**config.mk**
```make
export PLATFORM = sky130hd
export DESIGN_NAME = traffic_conflict_monitor_flat
export DESIGN_NICKNAME = d
export VERILOG_FILES = /design/src/rtl/traffic_conflict_monitor_pkg.sv /design/src/rtl/traffic_conflict_monitor_if.sv /design/src/rtl/traffic_conflict_monitor_tracker.sv /design/src/rtl/traffic_conflict_monitor.sv /design/src/flat_wrapper.sv
export SDC_FILE = /design/constraint.sdc
export NUM_CORES = 1
export LEC_CHECK = 0
export ABC_AREA = 0
export BUFFER_PORTS_ARGS = -buffer_cell sky130_fd_sc_hd__buf_2
export CAP_MARGIN = 20
export CORE_MARGIN = 2
export CORE_UTILIZATION = 60
export DETAILED_ROUTE_END_ITERATION = 7
export HOLD_SLACK_MARGIN = 0.1
export MAX_ROUTING_LAYER = met4
export PLACE_DENSITY = 0.82
export SLEW_MARGIN = 20
export SYNTH_ARGS = -nofsm -noshare
export SYNTH_HDL_FRONTEND = slang
export SYNTH_SLANG_ARGS = --single-unit
```
**constraint.sdc**
```tcl
create_clock -name clk -period 7.3 [get_ports clk]
set_input_delay 1.46 -clock clk [delete_from_list [all_inputs] [get_ports clk]]
set_output_delay 1.46 -clock clk [all_outputs]
set_load 0.05 [all_outputs]
```
**src/rtl/traffic_conflict_monitor_pkg.sv**
```systemverilog
// rtl/traffic_conflict_monitor_pkg.sv - lamp-state enum, fault codes and lamp decode for the traffic monitor
package traffic_mon_pkg;

    typedef enum logic [1:0] {
        UNK = 2'd0,
        RED = 2'd1,
        GRN = 2'd2,
        YEL = 2'd3
    } lamp_state_e;

    localparam logic [2:0] FC_NONE     = 3'd0;
    localparam logic [2:0] FC_CONFLICT = 3'd1;
    localparam logic [2:0] FC_MULTI    = 3'd2;
    localparam logic [2:0] FC_DARK     = 3'd3;
    localparam logic [2:0] FC_SKIPYEL  = 3'd4;
    localparam logic [2:0] FC_SEQ      = 3'd5;
    localparam logic [2:0] FC_SHORTYEL = 3'd6;

    // Only meaningful when exactly one lamp is lit.
    function automatic lamp_state_e lamp_decode(input logic red, input logic yel, input logic grn);
        if (red)      return RED;
        else if (grn) return GRN;
        else if (yel) return YEL;
        else          return UNK;
    endfunction

endpackage

```
**src/rtl/traffic_conflict_monitor_if.sv**
```systemverilog
// rtl/traffic_conflict_monitor_if.sv - lamp observation and fault reporting bundle for the traffic monitor
interface traffic_conflict_monitor_if;
    logic       ns_red;
    logic       ns_yellow;
    logic       ns_green;
    logic       ew_red;
    logic       ew_yellow;
    logic       ew_green;
    logic       fault_clr;
    logic       fault;
    logic [2:0] fault_code;
    logic [7:0] fault_cnt;
    logic       flash_red;

    modport master (
        output ns_red, ns_yellow, ns_green, ew_red, ew_yellow, ew_green, fault_clr,
        input  fault, fault_code, fault_cnt, flash_red
    );

    modport slave (
        input  ns_red, ns_yellow, ns_green, ew_red, ew_yellow, ew_green, fault_clr,
        output fault, fault_code, fault_cnt, flash_red
    );
endinterface

```
**src/rtl/traffic_conflict_monitor_tracker.sv**
```systemverilog
// rtl/traffic_conflict_monitor_tracker.sv - per-approach lamp sequence tracker with dark and yellow counters
module approach_tracker
    import traffic_mon_pkg::*;
#(
    parameter int YEL_MIN    = 4,
    parameter int DARK_LIMIT = 3
) (
    input  logic clk,
    input  logic rst,
    input  logic clr_i,
    input  logic red_i,
    input  logic yel_i,
    input  logic grn_i,
    output logic one_lit_o,
    output logic is_red_o,
    output logic multi_o,
    output logic dark_o,
    output logic skip_o,
    output logic seq_o,
    output logic short_o
);

    localparam int YW = (YEL_MIN > 0) ? $clog2(YEL_MIN + 1) : 1;
    localparam int DW = $clog2(DARK_LIMIT + 2);
    localparam logic [YW-1:0] YEL_SAT  = YW'(YEL_MIN);
    localparam logic [DW-1:0] DARK_LIM = DW'(DARK_LIMIT);
    localparam logic [DW-1:0] DARK_SAT = DW'(DARK_LIMIT + 1);

    lamp_state_e   state_q, state_d;
    logic [YW-1:0] yel_q, yel_d;
    logic [DW-1:0] dark_q, dark_d;
    logic [1:0]    lit_cnt;
    lamp_state_e   lit;

    always_ff @(posedge clk) begin
        if (rst) begin
            state_q <= UNK;
            yel_q   <= '0;
            dark_q  <= '0;
        end else begin
            state_q <= state_d;
            yel_q   <= yel_d;
            dark_q  <= dark_d;
        end
    end

    always_comb begin
        state_d   = state_q;
        yel_d     = yel_q;
        dark_d    = dark_q;
        multi_o   = 1'b0;
        dark_o    = 1'b0;
        skip_o    = 1'b0;
        seq_o     = 1'b0;
        short_o   = 1'b0;
        lit_cnt   = {1'b0, red_i} + {1'b0, yel_i} + {1'b0, grn_i};
        lit       = lamp_decode(red_i, yel_i, grn_i);
        one_lit_o = (lit_cnt == 2'd1);
        is_red_o  = one_lit_o && red_i;

        if (lit_cnt > 2'd1) begin
            multi_o = 1'b1;
        end else if (lit_cnt == 2'd0) begin
            dark_o = (dark_q >= DARK_LIM);
            if (dark_q != DARK_SAT) dark_d = dark_q + 1'b1;
        end else begin
            dark_d  = '0;
            state_d = lit;
            unique case (state_q)
                // Yellow duration is unknowable when first seen mid-phase, so it is not judged.
                UNK: yel_d = (lit == YEL) ? YEL_SAT : '0;
                RED: begin
                    yel_d = '0;
                    if (lit == YEL) seq_o = 1'b1;
                end
                GRN: begin
                    yel_d = (lit == YEL) ? YW'(1) : '0;
                    if (lit == RED) skip_o = 1'b1;
                end
                YEL: begin
                    if (lit == YEL) begin
                        if (yel_q != YEL_SAT) yel_d = yel_q + 1'b1;
                    end else begin
                        yel_d = '0;
                        if (lit == RED) short_o = (yel_q < YEL_SAT);
                        else            seq_o   = 1'b1;
                    end
                end
            endcase
        end

        if (clr_i) begin
            state_d = UNK;
            yel_d   = '0;
            dark_d  = '0;
        end
    end

endmodule

```
**src/rtl/traffic_conflict_monitor.sv**
```systemverilog
// rtl/traffic_conflict_monitor.sv - conflict monitor top: trackers, priority encoder, fault latch, flash drive
// Optional red-flash generator enabled by TRAFFIC_MON_FLASH_EN.
module traffic_conflict_monitor
    import traffic_mon_pkg::*;
#(
    parameter int YEL_MIN    = 4,
    parameter int DARK_LIMIT = 3,
    parameter int FLASH_HALF = 2
) (
    input  logic                         clk,
    input  logic                         rst,
    traffic_conflict_monitor_if.slave    mon_if
);

    logic       ns_one, ns_is_red, ns_multi, ns_dark, ns_skip, ns_seq, ns_short;
    logic       ew_one, ew_is_red, ew_multi, ew_dark, ew_skip, ew_seq, ew_short;
    logic       conflict;
    logic [2:0] cause;
    logic       clr_accept;
    logic       latch_new;
    logic       fault_q, fault_d;
    logic [2:0] code_q, code_d;
    logic [7:0] cnt_q, cnt_d;

    if (FLASH_HALF < 1) begin : g_bad_flash_half
        $error("FLASH_HALF must be at least 1");
    end

    approach_tracker #(.YEL_MIN(YEL_MIN), .DARK_LIMIT(DARK_LIMIT)) u_ns (
        .clk(clk), .rst(rst), .clr_i(clr_accept),
        .red_i(mon_if.ns_red), .yel_i(mon_if.ns_yellow), .grn_i(mon_if.ns_green),
        .one_lit_o(ns_one), .is_red_o(ns_is_red), .multi_o(ns_multi), .dark_o(ns_dark),
        .skip_o(ns_skip), .seq_o(ns_seq), .short_o(ns_short)
    );

    approach_tracker #(.YEL_MIN(YEL_MIN), .DARK_LIMIT(DARK_LIMIT)) u_ew (
        .clk(clk), .rst(rst), .clr_i(clr_accept),
        .red_i(mon_if.ew_red), .yel_i(mon_if.ew_yellow), .grn_i(mon_if.ew_green),
        .one_lit_o(ew_one), .is_red_o(ew_is_red), .multi_o(ew_multi), .dark_o(ew_dark),
        .skip_o(ew_skip), .seq_o(ew_seq), .short_o(ew_short)
    );

    assign conflict = ns_one && ew_one && !ns_is_red && !ew_is_red;

    always_comb begin
        cause = FC_NONE;
        if (conflict)                  cause = FC_CONFLICT;
        else if (ns_multi || ew_multi) cause = FC_MULTI;
        else if (ns_dark  || ew_dark)  cause = FC_DARK;
        else if (ns_skip  || ew_skip)  cause = FC_SKIPYEL;
        else if (ns_seq   || ew_seq)   cause = FC_SEQ;
        else if (ns_short || ew_short) cause = FC_SHORTYEL;
    end

    // A live fault cause always wins over a clear request.
    assign clr_accept = mon_if.fault_clr && (cause == FC_NONE);
    assign latch_new  = !fault_q && (cause != FC_NONE);

    always_comb begin
        fault_d = fault_q;
        code_d  = code_q;
        cnt_d   = cnt_q;
        if (latch_new) begin
            fault_d = 1'b1;
            code_d  = cause;
            if (cnt_q != 8'hFF) cnt_d = cnt_q + 8'd1;
        end else if (clr_accept) begin
            fault_d = 1'b0;
            code_d  = FC_NONE;
        end
    end

    always_ff @(posedge clk) begin
        if (rst) begin
            fault_q <= 1'b0;
            code_q  <= FC_NONE;
            cnt_q   <= '0;
        end else begin
            fault_q <= fault_d;
            code_q  <= code_d;
            cnt_q   <= cnt_d;
        end
    end

    assign mon_if.fault      = fault_q;
    assign mon_if.fault_code = code_q;
    assign mon_if.fault_cnt  = cnt_q;

`ifdef TRAFFIC_MON_FLASH_EN
    localparam int FW = (FLASH_HALF > 1) ? $clog2(FLASH_HALF) : 1;
    localparam logic [FW-1:0] FLASH_LAST = FW'(FLASH_HALF - 1);

    logic [FW-1:0] flash_cnt_q, flash_cnt_d;
    logic          flash_q, flash_d;

    always_comb begin
        flash_d     = 1'b0;
        flash_cnt_d = '0;
        if (latch_new) begin
            flash_d = 1'b1;
        end else if (fault_q && !clr_accept) begin
            if (flash_cnt_q == FLASH_LAST) begin
                flash_d = !flash_q;
            end else begin
                flash_d     = flash_q;
                flash_cnt_d = flash_cnt_q + 1'b1;
            end
        end
    end

    always_ff @(posedge clk) begin
        if (rst) begin
            flash_q     <= 1'b0;
            flash_cnt_q <= '0;
        end else begin
            flash_q     <= flash_d;
            flash_cnt_q <= flash_cnt_d;
        end
    end

    assign mon_if.flash_red = flash_q;
`else
    assign mon_if.flash_red = 1'b0;
`endif

endmodule

```
**src/flat_wrapper.sv**
```systemverilog
// flat-port wrapper written by rule: the top's interface ports become plain ports
module traffic_conflict_monitor_flat import traffic_mon_pkg::*;
#(
    parameter int YEL_MIN    = 4,
    parameter int DARK_LIMIT = 3,
    parameter int FLASH_HALF = 2
)
  (clk, rst, mon_if_ns_red, mon_if_ns_yellow, mon_if_ns_green, mon_if_ew_red, mon_if_ew_yellow, mon_if_ew_green, mon_if_fault_clr, mon_if_fault, mon_if_fault_code, mon_if_fault_cnt, mon_if_flash_red);
  traffic_conflict_monitor_if mon_if_i ();
  input  logic clk;
  input  logic rst;
  input wire logic [$bits(mon_if_i.ns_red)-1:0] mon_if_ns_red;
  input wire logic [$bits(mon_if_i.ns_yellow)-1:0] mon_if_ns_yellow;
  input wire logic [$bits(mon_if_i.ns_green)-1:0] mon_if_ns_green;
  input wire logic [$bits(mon_if_i.ew_red)-1:0] mon_if_ew_red;
  input wire logic [$bits(mon_if_i.ew_yellow)-1:0] mon_if_ew_yellow;
  input wire logic [$bits(mon_if_i.ew_green)-1:0] mon_if_ew_green;
  input wire logic [$bits(mon_if_i.fault_clr)-1:0] mon_if_fault_clr;
  output wire logic [$bits(mon_if_i.fault)-1:0] mon_if_fault;
  output wire logic [$bits(mon_if_i.fault_code)-1:0] mon_if_fault_code;
  output wire logic [$bits(mon_if_i.fault_cnt)-1:0] mon_if_fault_cnt;
  output wire logic [$bits(mon_if_i.flash_red)-1:0] mon_if_flash_red;
  assign mon_if_i.ns_red = mon_if_ns_red;
  assign mon_if_i.ns_yellow = mon_if_ns_yellow;
  assign mon_if_i.ns_green = mon_if_ns_green;
  assign mon_if_i.ew_red = mon_if_ew_red;
  assign mon_if_i.ew_yellow = mon_if_ew_yellow;
  assign mon_if_i.ew_green = mon_if_ew_green;
  assign mon_if_i.fault_clr = mon_if_fault_clr;
  assign mon_if_fault = mon_if_i.fault;
  assign mon_if_fault_code = mon_if_i.fault_code;
  assign mon_if_fault_cnt = mon_if_i.fault_cnt;
  assign mon_if_flash_red = mon_if_i.flash_red;
  traffic_conflict_monitor #(.YEL_MIN(YEL_MIN), .DARK_LIMIT(DARK_LIMIT), .FLASH_HALF(FLASH_HALF)) u_core (.clk(clk), .rst(rst), .mon_if(mon_if_i));
endmodule
```
======== After elaboration in Yosys (flattened, before gate mapping) ========
Cells that the tools add are included.
operators by class
  eq/ne operators ......................... 21
  $lt $le $gt $ge ......................... 6
  div/mod/pow operators ................... 0
  shifts and indexed selects .............. 0
  multipliers ............................. 0
  reductions and logical operators ........ 30
  add/sub/neg operators ................... 9
  multiplexer cells ....................... 66
  bitwise logic cells ..................... 4
operators by type and width
  kind                   count
  $mux W3                18
  $mux W1                38
  $pmux W3 S4            2
  $ne A3 B3 Y1 const B   6
  $add A3 B1 Y3 const B  4
  $eq A2 B1 Y1 const B   6
  $eq A2 B2 Y1 const B   6
  $mux W2                6
  $reduce_and A2 Y1      5
  $add A8 B1 Y8 const B  1
  $logic_not A2 Y1       4
  $ne A8 B8 Y1 const B   1
  $logic_and A1 B1 Y1    7
  $ge A3 B2 Y1 const B   2
  $lt A3 B3 Y1 const B   2
  $reduce_and A3 Y1      2
  $logic_or A1 B1 Y1     5
  $add A1 B1 Y2          2
  $add A2 B1 Y2          2
  $gt A2 B1 Y1 const B   2
  $ne A2 B1 Y1 const B   2
  $not A1 Y1             4
  $pmux W1 S2            2
  $logic_not A1 Y1       3
  other kinds (4)        4
word-level totals
  memories ................................ 0
  RAM bits ................................ 0
  flip-flop bits (word level) ............. 28
  ROM bits ................................ 0
  word-level logic and storage cells ...... 145
  input bits .............................. 9
  bits in latches ......................... 0
  output and inout port bits .............. 13

======== Depth between registers and ports, before layout ========
Gate-level depths: netlist of run 1.
  word-level depth ........................ 20
  depth in mapped cells ................... 10
  depth with buffers taken out ............ 8

======== Hierarchy ========
Synthesis of run 1 repeated with hierarchy kept, for this count alone.
second synthesis, totals
  cell total of the unflattened synthesis .. 219
  area, all modules ....................... 1816.7 µm²
by module, submodules not included
  module                    sequential area each (µm²)  cells each  times used  area each (µm²)
  approach_tracker          160.2                       69          2           558.0
  traffic_conflict_monitor  240.2                       81          1           700.7

======== Worst setup path before layout of run 1 ========
OpenSTA, ideal clock, no wires.
  path kind ............................... input to register
  from .................................... input mon_if_ew_red
  to ...................................... register u_core.cnt_q[5], in the netlist u_core.mon_if.fault_cnt[5]
  path buffers ............................ 0
  arrival time ............................ 3515 ps
  setup time .............................. 123 ps
  path slack .............................. 3662 ps
  stages on the path ...................... 8
  required time ........................... 7177 ps
  cell sequence ........................... inv_1 -> fa_1 -> nand2b_1 -> or4_4 -> nand3_2 -> nor3_2 -> nor4b_1 -> mux2_1
between the ends
  longest elaborated chain between the ends .. 17
  elaborated cells between the ends (all ways) .. 45
  classes of those cells .................. add/sub (2); order compare (1); eq/ne (3); mux (25); reduce/logical (14)
RTL lines
  item                                    line                                                                            source
  start, declared                         flat_wrapper.sv:15                                                              input wire logic [$bits(mon_if_i.ew_red)-1:0] mon_if_ew_red;
  $mux W2                                 traffic_conflict_monitor_pkg.sv:21                                              if (red) return RED;
  $eq A2 B1 Y1                            traffic_conflict_monitor_tracker.sv:78, traffic_conflict_monitor_tracker.sv:85
  $mux W1                                 traffic_conflict_monitor_tracker.sv:85                                          if (lit == RED) short_o = (yel_q < YEL_SAT);
  $mux W1                                 traffic_conflict_monitor_tracker.sv:81                                          if (lit == YEL) begin
  $mux W1                                 traffic_conflict_monitor_tracker.sv:69                                          unique case (state_q)
  $mux W1                                 traffic_conflict_monitor_tracker.sv:63                                          end else if (lit_cnt == 2'd0) begin
  $mux W1                                 traffic_conflict_monitor_tracker.sv:61                                          if (lit_cnt > 2'd1) begin
  $logic_or A1 B1 Y1                      traffic_conflict_monitor.sv:52                                                  else if (ns_short || ew_short) cause = FC_SHORTYEL;
  $mux W3                                 traffic_conflict_monitor.sv:52
  $mux W3                                 traffic_conflict_monitor.sv:51                                                  else if (ns_seq || ew_seq) cause = FC_SEQ;
  $mux W3                                 traffic_conflict_monitor.sv:50                                                  else if (ns_skip || ew_skip) cause = FC_SKIPYEL;
  $mux W3                                 traffic_conflict_monitor.sv:49                                                  else if (ns_dark || ew_dark) cause = FC_DARK;
  $mux W3                                 traffic_conflict_monitor.sv:48                                                  else if (ns_multi || ew_multi) cause = FC_MULTI;
  $mux W3 (*)                             traffic_conflict_monitor.sv:47                                                  if (conflict) cause = FC_CONFLICT;
  $reduce_bool A3 Y1 (*)                  traffic_conflict_monitor.sv:57                                                  assign latch_new = !fault_q && (cause != FC_NONE);
  $logic_and A1 B1 Y1 (*)                 traffic_conflict_monitor.sv:57
  $reduce_and A2 Y1 (no source line) (*)  --
  end signal, assigned                    traffic_conflict_monitor.sv:81                                                  cnt_q <= cnt_d;
  end, declared                           traffic_conflict_monitor.sv:23                                                  logic [7:0] cnt_q, cnt_d;
Mark *: on every way between the ends. The rest lies on a longest branch, timed or not.
A chain may end at the register's enable or synchronous reset.

======== Worst setup path after layout of run 1 ========
  from .................................... input mon_if_ew_red
  to ...................................... register u_core.u_ew.dark_q[0]
between the ends
  longest elaborated chain between the ends .. 17
  elaborated cells between the ends (all ways) .. 49
  classes of those cells .................. add/sub (2); order compare (1); eq/ne (4); mux (26); bitwise (1); reduce/logical (15)
RTL lines
  item                               line                                                                            source
  $mux W2                            traffic_conflict_monitor_pkg.sv:21
  $eq A2 B1 Y1                       traffic_conflict_monitor_tracker.sv:78, traffic_conflict_monitor_tracker.sv:85
  $mux W1                            traffic_conflict_monitor_tracker.sv:85
  $mux W1                            traffic_conflict_monitor_tracker.sv:81
  $mux W1                            traffic_conflict_monitor_tracker.sv:69
  $mux W1                            traffic_conflict_monitor_tracker.sv:63
  $mux W1                            traffic_conflict_monitor_tracker.sv:61
  $logic_or A1 B1 Y1                 traffic_conflict_monitor.sv:52
  $mux W3                            traffic_conflict_monitor.sv:52
  $mux W3                            traffic_conflict_monitor.sv:51
  $mux W3                            traffic_conflict_monitor.sv:50
  $mux W3                            traffic_conflict_monitor.sv:49
  $mux W3                            traffic_conflict_monitor.sv:48
  $mux W3                            traffic_conflict_monitor.sv:47
  $logic_not A3 Y1                   traffic_conflict_monitor.sv:56                                                  assign clr_accept = mon_if.fault_clr && (cause == FC_NONE);
  $logic_and A1 B1 Y1                traffic_conflict_monitor.sv:56
  $reduce_or A2 Y1 (no source line)  --
  end signal, assigned               traffic_conflict_monitor_tracker.sv:43                                          dark_q <= dark_d;
  end, declared                      traffic_conflict_monitor_tracker.sv:31                                          logic [DW-1:0] dark_q, dark_d;
Several ways; a longest one is shown, not always the timed one.

==> flow_metrics.tcl, run 1 <==
set metrics [dict create \
    outcome "finished with violations" \
    multi_input_area_um2 1130 \
    vias 1561 \
    post_dp_cell_area_um2 1890 \
    cap_violations 0 \
    end_kind "register" \
    cts_setup_buffers 0 \
    cp_slowest_cell "nor3_2" \
    boundaryPins 22 \
    drcViolationCount 2 \
    p_leak_nw 0.781 \
    htreeDepth 1 \
    post-route-min-period_ns 4.03 \
    max_slew_margin_pct 45.9 \
    yosysSeqAreaShare_pct 31.2 \
    area_growth_pct 7.39 \
    arrival_ns 4.23 \
    final_common_cell "dfxtp_1" \
    pre_cts_slack_ns 2.95 \
    ctsResizeCount 0 \
    setup_tns_ns 0 \
    cts_num_sinks 28 \
    ys_ff_latch 28 \
    regArea_um2 561 \
    fin_ws_ns 3.27 \
    syn-cell-area_um2 1790 \
    slew_violations 0 \
    antenna_found_initial 0 \
    hold_viol 0 \
    num_antenna_cells 0 \
    nNetsFinal 259 \
    critPathMaxFanout 18 \
    wl_um 3440 \
    die_w_um 58.7 \
    drtIter0Drc 88 \
    insertion_delay_ns 0.32 \
    synth_fp_nets 243 \
    violations "design-rule violations" \
    dieArea_um2 3440 \
    synth_edf_count 0 \
    root_buffer "clkbuf_4" \
    worst_pin_slew_ns 0.807 \
    gp_congestion 0.834 \
    drive_gt1_share_pct 14.0 \
    ir_worst_vdd_uv 127 \
    critPathKind "in -> reg" \
    design_area_um2 1930 \
    synth_cell_types 57 \
    cts_made_buffers 3 \
    skew_ns 0.00358 \
    yosysWarnings 0 \
    ctsHoldBuffers 0 \
    syn_inst 221 \
    grt_first_pass_wirelength_um 6110 \
    io_buffers 20 \
    drt_pre_antenna_iters 7 \
    critPathMaxStageDelay_ns 0.67 \
    initial_core_util_pct 64.0 \
    routed_via_density 5.85 \
    post_drt_wl_per_cell_um 12.9 \
    grt-ovfl-total 0 \
    postRouteAntennaNets 0 \
    critPathRequiredTime_ns 7.50 \
    syn_area_per_cell_um2 8.12 \
    fmax_mhz 248 \
    clock_path_buffers 2 \
    rsz0062_at_grt "false" \
    fin_crit_sh_pct 55.1 \
    rows 19 \
    grt_max_degree 19 \
    core-area_um2 2810 \
    hpwl_um 2630 \
    layout_common_cells "dfxtp_1, nand2_1, buf_2" \
    grt_pass1_vias 1432 \
    gr-usage-all-layers_pct 22.9 \
    power_density_nw_per_um2 165 \
    finalSetupViolCount 0 \
    ys.flop_type "dfxtp_1" \
    worstPathCellList "buf_2 > inv_1 > fa_1 > nand2b_1 > o22a_1 > nand2_1 > nor3_2 > a21o_1 > nor2_1" \
    fillCellCount 251 \
    path_clk_slew_ns 0.14 \
    synthArstFlopShare_pct 0 \
    crit_path_start_kind "input pin" \
    die_h_um 58.7 \
    cts_tree "done" \
    worstHoldPathType "reg -> reg" \
]
-- synthesized netlist by cell type, drive strengths merged (2+ instances only) --
| cell type | count | share of area [%] |
|---|---|---|
| o22ai | 3 | 1.0 |
| nand4b | 2 | 0.98 |
| clkbuf | 3 | 0.63 |
| nand2b | 5 | 2.2 |
| ha | 11 | 7.7 |
| a31oi | 2 | 0.70 |
| inv | 17 | 3.6 |
| nor3 | 5 | 1.7 |
| o21bai | 2 | 0.84 |
| or3 | 2 | 0.70 |
| a32oi | 2 | 0.98 |
| a31o | 2 | 0.98 |
| or4 | 2 | 1.0 |
| nor4 | 2 | 0.70 |
| mux2 | 4 | 2.5 |
| and2b | 3 | 1.3 |
| nand3 | 7 | 2.2 |
| a21oi | 18 | 5.0 |
| o21ai | 3 | 0.84 |
| nor2b | 6 | 2.1 |
| nand3b | 7 | 2.9 |
| fa | 2 | 2.2 |
| and3 | 5 | 1.7 |
| o22a | 2 | 0.98 |
| o41ai | 2 | 0.98 |
| dfxtp | 28 | 31 |
| nand4 | 2 | 0.70 |
| nand2 | 26 | 5.4 |
| buf | 6 | 1.7 |
| nor2 | 18 | 3.8 |
| xor2 | 2 | 0.98 |
| nor4b | 2 | 0.98 |
-- critical path, delay by kind of cell --
family                     cells  cell delay, ns
AOI/OAI and AO/OA              2            0.79
adders and majority gates      1            0.58
buffers and inverters          2            0.25
and+or+nand+nor                4            1.14
-- cell type report --
cell class,count,area share [%]
clock buffer,4,1.88
inverter,17,3.31
multi-input combinational,167,58.5
sequential,28,29.1
tap,31,2.01
timing repair buffer,20,5.19
-- through the flow --
| step | utilization (%) | hold slack (ns) | total power [W] | instances |
|---|---|---|---|---|
| floorplan | - | 0.449 | 0.000230 | 221 |
| global placement | 67.4 | 0.462 | 0.000244 | 263 |
| detailed placement | 67.4 | 0.471 | 0.000246 | 263 |
| CTS | 68.7 | 0.491 | 0.000320 | 267 |
| global route | 68.7 | 0.525 | 0.000335 | 267 |
| finish | 68.7 | 0.487 | 0.000318 | 267 |
-- where the power goes --
group          leakage (nW)  switching (W)  total [W]  internal, W
clock                0.0210      0.0000438  0.0000743    0.0000305
combinational         0.533      0.0000477  0.0000733    0.0000255
sequential            0.228      0.0000101   0.000170     0.000160
total                 0.781       0.000102   0.000318     0.000216
-- cell families (layout without fill, tap and decap cells) --
group / count (synthesis) / in the layout / share of synthesized area [%]
DFF: 28 / 28 / 31.2
AOI/OAI and AO/OA: 48 / 48 / 18.4
and+or+nand+nor: 97 / 97 / 29.8
muxes: 5 / 5 / 3.07
other: 1 / 1 / 0.209
adders and majority gates: 13 / 13 / 9.90
xor gates and xnor gates: 3 / 3 / 1.46
buffers and inverters: 26 / 41 / 5.93
-- worst paths after layout --
check	slack, ns	startpoint	end	depth (start not counted)
worst max register to register	4.42	u_core.u_ns.dark_q[0]	u_core.u_ew.dark_q[0]	8
worst min-delay path	0.49	u_core.u_ns.yel_q[1]	u_core.u_ns.yel_q[1]	2
worst max-delay path	3.27	mon_if_ew_red	u_core.u_ew.dark_q[0]	9
worst min register to register	0.49	u_core.u_ns.yel_q[1]	u_core.u_ns.yel_q[1]	2
-- layer usage --
metal / routed length (um) / up-vias / GRT usage (%)
li1: - / 816 / -
met1: 1720 / 718 / 28.9
met2: 1590 / 25 / 39.2
met3: 105 / 2 / 3.96
met4: 14 / 0 / 3.90
met5: 0 / - / -
-- state kept, by name, summed over array words and instances, names as in the netlist --
signal,cells
u_core.u_ew.state_q,2
u_core.mon_if.fault_cnt,8
u_core.u_ew.dark_q,3
u_core.u_ew.yel_q,3
u_core.mon_if.fault_code,3
u_core.u_ns.yel_q,3
u_core.mon_if.fault,1
u_core.u_ns.state_q,2
u_core.u_ns.dark_q,3
No activity file was read; power rests on OpenSTA's default activity.
==> run 2: changes to the inputs <==
Settings changed: ABC_AREA 0 to 1, CORE_UTILIZATION 60 to 57, PLACE_DENSITY 0.82 to 0.78.
Clock period 7.3 ns to 3.95 ns, I/O delays scaled along.
==> run 2 against run 1 <==
Net effect:
- the run now ends clean
- clock power grew 91%
- critical path depth grew 7
- clock skew grew 0.0037 ns
- highest routed layer is now met3
==> flow_metrics.tcl, run 2 <==
set metrics [dict create \
    power_density_nw_per_um2 312 \
    syn_area_per_cell_um2 6.98 \
    synthArstFlopShare_pct 0 \
    area_growth_pct 8.96 \
    yosys-top-cells-area "dfxtp_1, nand2_1, ha_1" \
    hpwl_um 2630 \
    synth_cell_types 33 \
    yosysWarnings 0 \
    cts_tree "done" \
    reg2reg_slack_ns 1.89 \
    p_leak_nw 0.929 \
    critPathRequiredTime_ns 4.16 \
    drt_pre_antenna_iters 4 \
    cap_violations 0 \
    htreeDepth 1 \
    fmax_mhz 385 \
    drive_gt1_share_pct 14.7 \
    insertion_delay_ns 0.33 \
    critPathKind "in -> reg" \
    vias 1634 \
    layout_common_cells "nand2_1, inv_1, dfxtp_1" \
    ys_ff_latch 28 \
    worstHoldStart "u_core.u_ew.yel_q[1]" \
    wl_um 3420 \
    fin_crit_sh_pct 65.8 \
    arrival_ns 2.81 \
    end_kind "register" \
    hold_depth 2 \
    skew_ns 0.00727 \
    clock_path_buffers 2 \
    slew_violations 0 \
    rows 20 \
    final_common_cell "nand2_1" \
    grt-ovfl-total 0 \
    synth_edf_count 0 \
    synth_most_common_cell "nand2_1" \
    setup_tns_ns 0 \
    root_buffer "clkbuf_4" \
    num_antenna_cells 0 \
    yosysTopAreaCell "dfxtp_1" \
    drcViolationCount 0 \
    fillCellCount 277 \
    gr-usage-all-layers_pct 20.9 \
    gp_congestion 0.837 \
    design_area_um2 1960 \
    rr_endpoint "u_core.mon_if.fault" \
    nNetsFinal 301 \
    grt_first_pass_wirelength_um 5750 \
    io_buffers 20 \
    dieArea_um2 3630 \
    synth_top_cell_area_share_pct 31.1 \
    path_clk_slew_ns 0.16 \
    r2r_cells 12 \
    die_w_um 60.2 \
    boundaryPins 22 \
    rsz0062_at_grt "false" \
    synth_fp_nets 280 \
    syn-cell-area_um2 1800 \
    antenna_found_initial 0 \
    ctsHoldBuffers 0 \
    grt_max_degree 17 \
    ys.flop_type "dfxtp_1" \
    hold_viol 0 \
    postRouteAntennaNets 0 \
    die_h_um 60.2 \
    grt_pass1_vias 1432 \
    crit_path_start_kind "input pin" \
    worstHoldPathType "reg -> reg" \
    yosysSeqAreaShare_pct 31.1 \
    fin_ws_ns 1.35 \
    ctsResizeCount 0 \
    initial_core_util_pct 59.5 \
    outcome "completed" \
    cts_num_sinks 28 \
    cts_setup_buffers 0 \
    post-route-min-period_ns 2.60 \
    synth_common_cells "nand2_1, inv_1, dfxtp_1, nor2_1, a21oi_1" \
    post_dp_cell_area_um2 1930 \
    core-area_um2 3030 \
    pre_cts_slack_ns 0.997 \
    critPathMaxFanout 16 \
    syn_inst 258 \
    min_to "u_core.u_ew.yel_q[1]" \
    ir_worst_vdd_uv 214 \
    post_drt_wl_per_cell_um 10.6 \
    cts_made_buffers 3 \
    drtIter0Drc 93 \
    largest_reg_flops 8 \
    routed_via_density 5.07 \
    finalSetupViolCount 0 \
    timing.rr.start "u_core.u_ew.dark_q[0]" \
]
run 2: changes by cell type after synthesis, sizes merged, moves of 4 or more:
cell,change
nand2,+32
inv,+22
nand3,+14
o21ai,+13
nor2,+10
nand3b,-7
nand4,+7
nor2b,-6
and3,-5
nand2b,-5
buf,-4
mux2,-4
run 2: routing by layer:
| layer | part of all wire, % | GRT usage, % |
|---|---|---|
| met1 | 52 | 29.1 |
| met2 | 45 | 32.0 |
| met3 | 2.5 | 1.95 |
| met4 | 0 | 6.35 |
| met5 | 0 | - |
run 2: layout make-up:
type	instances	area [um2]	area share, %
flip-flops and latches	28	561	28.6
well taps	44	55.1	2.80
multi-input cells	187	1060	54.2
clock buffers	4	36.3	1.85
inverters	39	146	7.46
repair buffers	20	100	5.10
run 2: worst max-delay path by stage:
stage | from | slack [ns] | cells after the start | end
floorplan | mon_if_ew_green | 1.27 | 16 | u_core.u_ew.yel_q[0]
global placement | mon_if_ew_green | 1.09 | 16 | u_core.mon_if.fault
detailed placement | mon_if_ew_green | 1.0 | 16 | u_core.mon_if.fault
CTS | mon_if_ew_green | 1.37 | 16 | u_core.mon_if.fault
global route | mon_if_ew_green | 1.16 | 16 | u_core.mon_if.fault
finish | mon_if_ew_green | 1.35 | 16 | u_core.mon_if.fault
run 2: logic make-up after synthesis:
group | count (synthesis) | synth area share, %
flip-flops | 28 | 31.1
XOR/XNOR | 7 | 3.40
AO/OA/AOI/OAI | 45 | 14.2
buffers and inverters | 43 | 9.79
AND/OR/NAND/NOR | 121 | 31.5
adder cells (fa/ha/maj) | 13 | 9.86
other | 1 | 0.208
run 2: report_power, final:
| group | internal (W) | switching (W) | total [W] |
|---|---|---|---|
| Combinational | 0.0000477 | 0.000106 | 0.000153 |
| Clock | 0.0000564 | 0.0000861 | 0.000142 |
| Sequential | 0.000300 | 0.0000165 | 0.000316 |
| Total | 0.000404 | 0.000208 | 0.000612 |
run 2: per-stage QoR:
step | cells | utilization [%] | hold WS [ns] | power (W)
2_1_floorplan | 258 | - | 0.450 | 0.000443
3_3_place_gp | 318 | 63.6 | 0.474 | 0.000473
3_5_place_dp | 318 | 63.6 | 0.482 | 0.000475
4_1_cts | 322 | 64.8 | 0.505 | 0.000618
5_1_grt | 322 | 64.8 | 0.521 | 0.000653
6_report | 322 | 64.8 | 0.502 | 0.000612
run 2: worst max-delay path, cell delays in order:
cell and delay (ns):
buf_2 0.07, inv_1 0.08, fa_1 0.61, inv_1 0.08
nand2_2 0.11, inv_2 0.05, nand3_1 0.08, nand2_1 0.07
inv_1 0.05, nand2_1 0.04, nor2_1 0.09, nor2_1 0.07
nor2_2 0.19, nand3_2 0.17, nand2_4 0.21, a31oi_1 0.06
